File: src/rtl/fetch_unit.sv
// fetch_unit: WISC-15 instruction fetch stage with a single outstanding read, a decode handshake, redirects and halt.
module fetch_unit #(
  parameter logic [15:0] RESET_PC = 16'h0000,
  parameter logic [3:0]  HLT_OP   = 4'hF
) (
  input  logic        clk,
  input  logic        rst_n,
  output logic        imem_rd_en_o,
  output logic [15:0] imem_addr_o,
  input  logic        imem_rdy_i,
  input  logic [15:0] imem_data_i,
  output logic [15:0] inst_o,
  output logic        inst_vld_o,
  output logic [15:0] inst_pc_plus1_o,
  input  logic        dec_stall_i,
  input  logic        redirect_i,
  input  logic [15:0] redirect_pc_i,
  output logic        halted_o
);
  typedef enum logic [1:0] {FETCH, VALID, HALTED} state_t;
  state_t      state_q, state_d;
  logic [15:0] pc_q, pc_d, inst_q, inst_d, pcp1_q, pcp1_d, tgt_q, tgt_d;
  logic        pend_q, pend_d, rd_en_q, vld_q, halted_q;
  logic        rsp;
  // A response only counts while a request is actually on the bus.
  assign rsp = imem_rdy_i && rd_en_q;
  always_comb begin
    state_d = state_q;
    pc_d    = pc_q;
    inst_d  = inst_q;
    pcp1_d  = pcp1_q;
    pend_d  = pend_q;
    tgt_d   = tgt_q;
    case (state_q)
      FETCH: begin
        if (rsp) begin
          if (pend_q || redirect_i) begin
            pc_d   = redirect_i ? redirect_pc_i : tgt_q;
            pend_d = 1'b0;
          end else begin
            inst_d  = imem_data_i;
            pcp1_d  = pc_q + 16'd1;
            pc_d    = pc_q + 16'd1;
            state_d = VALID;
          end
        end else if (redirect_i) begin
          // Keep the bus stable while a read is outstanding; otherwise retarget at once.
          tgt_d  = rd_en_q ? redirect_pc_i : tgt_q;
          pend_d = rd_en_q;
          pc_d   = rd_en_q ? pc_q : redirect_pc_i;
        end
      end
      VALID: begin
        if (redirect_i) begin
          pc_d    = redirect_pc_i;
          state_d = FETCH;
        end else if (!dec_stall_i) begin
          state_d = (inst_q[15:12] == HLT_OP) ? HALTED : FETCH;
        end
      end
      default: ;
    endcase
  end
  always_ff @(posedge clk or negedge rst_n) begin
    if (!rst_n) begin
      state_q  <= FETCH;
      pc_q     <= RESET_PC;
      inst_q   <= 16'h0000;
      pcp1_q   <= 16'h0000;
      tgt_q    <= 16'h0000;
      pend_q   <= 1'b0;
      rd_en_q  <= 1'b0;
      vld_q    <= 1'b0;
      halted_q <= 1'b0;
    end else begin
      state_q  <= state_d;
      pc_q     <= pc_d;
      inst_q   <= inst_d;
      pcp1_q   <= pcp1_d;
      tgt_q    <= tgt_d;
      pend_q   <= pend_d;
      rd_en_q  <= state_d == FETCH;
      vld_q    <= state_d == VALID;
      halted_q <= state_d == HALTED;
    end
  end
  assign imem_rd_en_o    = rd_en_q;
  assign imem_addr_o     = pc_q;
  assign inst_o          = inst_q;
  assign inst_vld_o      = vld_q;
  assign inst_pc_plus1_o = pcp1_q;
  assign halted_o        = halted_q;
endmodule

File: config.mk
export PLATFORM = sky130hd
export DESIGN_NAME = fetch_unit
export DESIGN_NICKNAME = d
export VERILOG_FILES = /design/src/rtl/fetch_unit.sv
export SDC_FILE = /design/constraint.sdc
export NUM_CORES = 1
export LEC_CHECK = 0
export BUFFER_PORTS_ARGS = -buffer_cell sky130_fd_sc_hd__buf_2
export CORE_MARGIN = 4
export CORE_UTILIZATION = 45
export DETAILED_ROUTE_END_ITERATION = 7
export PLACE_DENSITY_LB_ADDON = 0.3
export SLEW_MARGIN = 30
export SYNTH_ARGS = -nofsm -noshare
export SYNTH_HDL_FRONTEND = slang
export SYNTH_SLANG_ARGS = --single-unit
File: constraint.sdc
create_clock -name clk -period 1.7 [get_ports clk]
set_clock_uncertainty 0.05 [all_clocks]
set_input_delay 0.17 -clock clk [delete_from_list [all_inputs] [get_ports clk]]
set_output_delay 0.17 -clock clk [all_outputs]
set_load 0.005 [all_outputs]
==> results.json <==
{
  "synth.distinct_cells": 44,
  "clkTransAtPathRegs_ns": 0.08,
  "cts_root_buf": "clkbuf_8",
  "nNetsFinal": 485,
  "p_per_area_nw_per_um2": 1770,
  "synthArstFlopShare_pct": 100,
  "htree_levels": 3,
  "netlist_area_um2": 3260,
  "startpoint": "imem_rd_en_o",
  "clock_path_buffers": 2,
  "track_usage_pct": 21.0,
  "vias": 2869,
  "crit_fanout": 7,
  "diodes": 0,
  "portBuffers": 87,
  "yosys.cell_count.top_type": "dfrtp_1",
  "period_needed_ns": 1.76,
  "initial_core_util_pct": 47.2,
  "placed_area_um2": 4040,
  "finalMaxSlewViolations": 0,
  "pre_cts_ws_ns": -0.0293,
  "synthCells": 301,
  "drtIter0Drc": 124,
  "max_stage_delay_ns": 0.44,
  "gp_congestion": 0.892,
  "hold_viol_final": 0,
  "crit_chain": "nand2_2 > or3_4 > buf_4 > nand2_1 > a21oi_1 > a211o_1",
  "synth_seq_cells": 70,
  "insertion_delay_ns": 0.35,
  "numCtsBuffers": 9,
  "clock_sink_count": 70,
  "ys.flop_type": "dfrtp_1",
  "synth-edff-count": 0,
  "grt_pass1_wl_um": 14200,
  "slowest_stage": "dfrtp_1",
  "arrival_ns": 1.96,
  "peakVddDrop_uv": 748,
  "max_freq_ghz": 0.567,
  "startpoint_type": "register",
  "synthTopCellsByArea": "dfrtp_1 (54%), mux2_2 (12%), o21ai_0 (4.0%), nand2_1 (3.8%), a21oi_1 (2.6%)",
  "grt_setup_unrepaired": "yes",
  "std_cell_rows": 30,
  "wl_per_cell_um": 15.8,
  "tightest_slew_ns": 0.395,
  "end_kind": "register",
  "routed_wl_um": 8660,
  "ys_seq_area_share_pct": 53.8,
  "grt_pass1_vias": 2868,
  "synth_top_cell_area_share_pct": 53.8,
  "timing.rr.end": "imem_addr_o[14]",
  "status": "complete, but fails checks",
  "viasPerCell": 5.24,
  "layout_setup_ws_ns": -0.0624,
  "critical_path_required_ns": 1.89,
  "tns_ns": -0.0624,
  "stdcell_area_um2": 4670,
  "grt_max_degree": 30,
  "synth.avg_cell_area_um2": 10.8,
  "dp_hpwl_um": 6160,
  "yosysTopAreaCell": "dfrtp_1",
  "violations": "negative setup slack",
  "reg2reg_slack_ns": -0.06,
  "grt_overflow": 0,
  "setup_viol": 1,
  "syn-num-nets": 339,
  "endpoint": "imem_addr_o[14]",
  "fillers": 544,
  "critPathKind": "reg -> reg",
  "die_w_um": 93.1,
  "yosysWarningCount": 0,
  "area_growth_pct": 43.3,
  "drive_above_1_share_pct": 47.3,
  "worstRegToRegCells": 6,
  "worstReg2RegStart": "imem_rd_en_o",
  "synth_common_cells": "dfrtp_1 (70), mux2_2 (35), nand2_1 (33)",
  "antenna_found_initial": 0,
  "p_leak_uw": 0.00222,
  "die_h_um": 93.1,
  "period_share_pct": 104,
  "core_region_area_um2": 6910,
  "max_slew_margin_pct": 73.7,
  "min_path_type": "in -> reg",
  "fin_util_pct": 67.6,
  "drc_errors": 0,
  "drtPass1Iterations": 4,
  "max-cap-violations": 0,
  "num_io_pins": 88,
  "drtAntennaViolNets": 0,
  "dieArea_um2": 8670,
  "cts_tree": "built"
}
## routing by layer
layer / global-route usage, % / vias up / wire (um)
li1: - / 1366 / -
met1: 28.0 / 1397 / 3770
met2: 32.8 / 86 / 4210
met3: 3.54 / 20 / 396
met4: 11.1 / 0 / 280
met5: 0 / - / 0
## critical path, delay by kind of cell (launching register included)
family	cells	cell delay, ns
AND/OR/NAND/NOR	3	0.59
flip-flops	1	0.44
AO/OA/AOI/OAI	2	0.38
buffers and inverters	1	0.19
## what timing repair did
action                     in CTS  in global routing
pin swaps                       6                  8
cloned                          0                  1
hold buffers                   18                  0
setup endpoints to repair       4                 32
hold endpoints to repair       30                  0
buffers inserted                2                  8
resized for setup               3                 25
## flip-flops by register name, summed over array words and instances, names as in the netlist
signal / flops
inst_pc_plus1_o: 16
state_q: 2
imem_rd_en_o: 1
tgt_q: 16
inst_o: 16
halted_o: 1
pend_q: 1
imem_addr_o: 16
inst_vld_o: 1
## cells in the final DEF, fill, tap and decap left out, types with 3 or more instances in the layout
cell,Yosys,final
buf_2,7,87
dfrtp_1,70,69
buf_4,0,43
mux2_2,35,35
nand2_1,33,32
o21ai_0,26,22
nor2_1,19,18
dlygate4sd3_1,0,18
a21oi_1,17,13
clkbuf_8,0,10
nand3_1,10,9
and3_1,7,7
xnor2_1,8,7
inv_1,6,6
xor2_1,6,5
a31oi_1,4,4
nor3_2,0,4
a21oi_2,0,4
o21ai_1,0,4
nor3_1,7,3
## cell type report
cell class | instances | area [um2] | share of cell area, %
clock buffers | 10 | 138 | 2.95
clock inverters | 6 | 93.8 | 2.01
inverters | 6 | 22.5 | 0.482
multi-input cells | 208 | 1520 | 32.6
flip-flops and latches | 70 | 1750 | 37.6
well taps | 96 | 120 | 2.57
repair buffers | 152 | 1020 | 21.8
## per-stage QoR
step | total power [uW] | std cells | hold slack [ns]
finish | 8260 | 548 | 0.0237
global route | 8850 | 548 | 0.0134
CTS | 8030 | 539 | 0.00456
detailed placement | 6400 | 503 | 0.0634
floorplan | 4810 | 301 | -0.176
global placement | 6270 | 503 | 0.0573
## how the worst min path moves through the flow
stage | start | endpoint | slack [ns] | cells after the start
6_report | redirect_pc_i[4] | tgt_q[4] | 0.02 | 2
5_1_grt | redirect_pc_i[4] | tgt_q[4] | 0.01 | 2
4_1_cts | redirect_pc_i[7] | tgt_q[7] | 0.005 | 2
3_5_place_dp | rst_n | inst_o[9] | 0.06 | 1
3_3_place_gp | rst_n | inst_o[8] | 0.06 | 1
2_1_floorplan | rst_n | halted_o | -0.18 | 0
## report_power, final
group          leakage [uW]  switching (uW)  total (uW)  internal [uW]
clock              0.000113             664        1540            875
combinational       0.00127            1810        3730           1920
sequential         0.000839             512        2990           2480
total               0.00222            2990        8260           5270
## logic make-up after synthesis
group	count (synthesis)	share of synthesized area [%]
multiplexers	37	12.7
XOR/XNOR	14	3.76
flip-flops	70	53.8
adder cells (fa/ha/maj)	1	0.384
AND/OR/NAND/NOR	94	14.8
buffers and inverters	23	3.15
AO/OA/AOI/OAI	62	11.4
No activity file was read; power rests on OpenSTA's default activity.
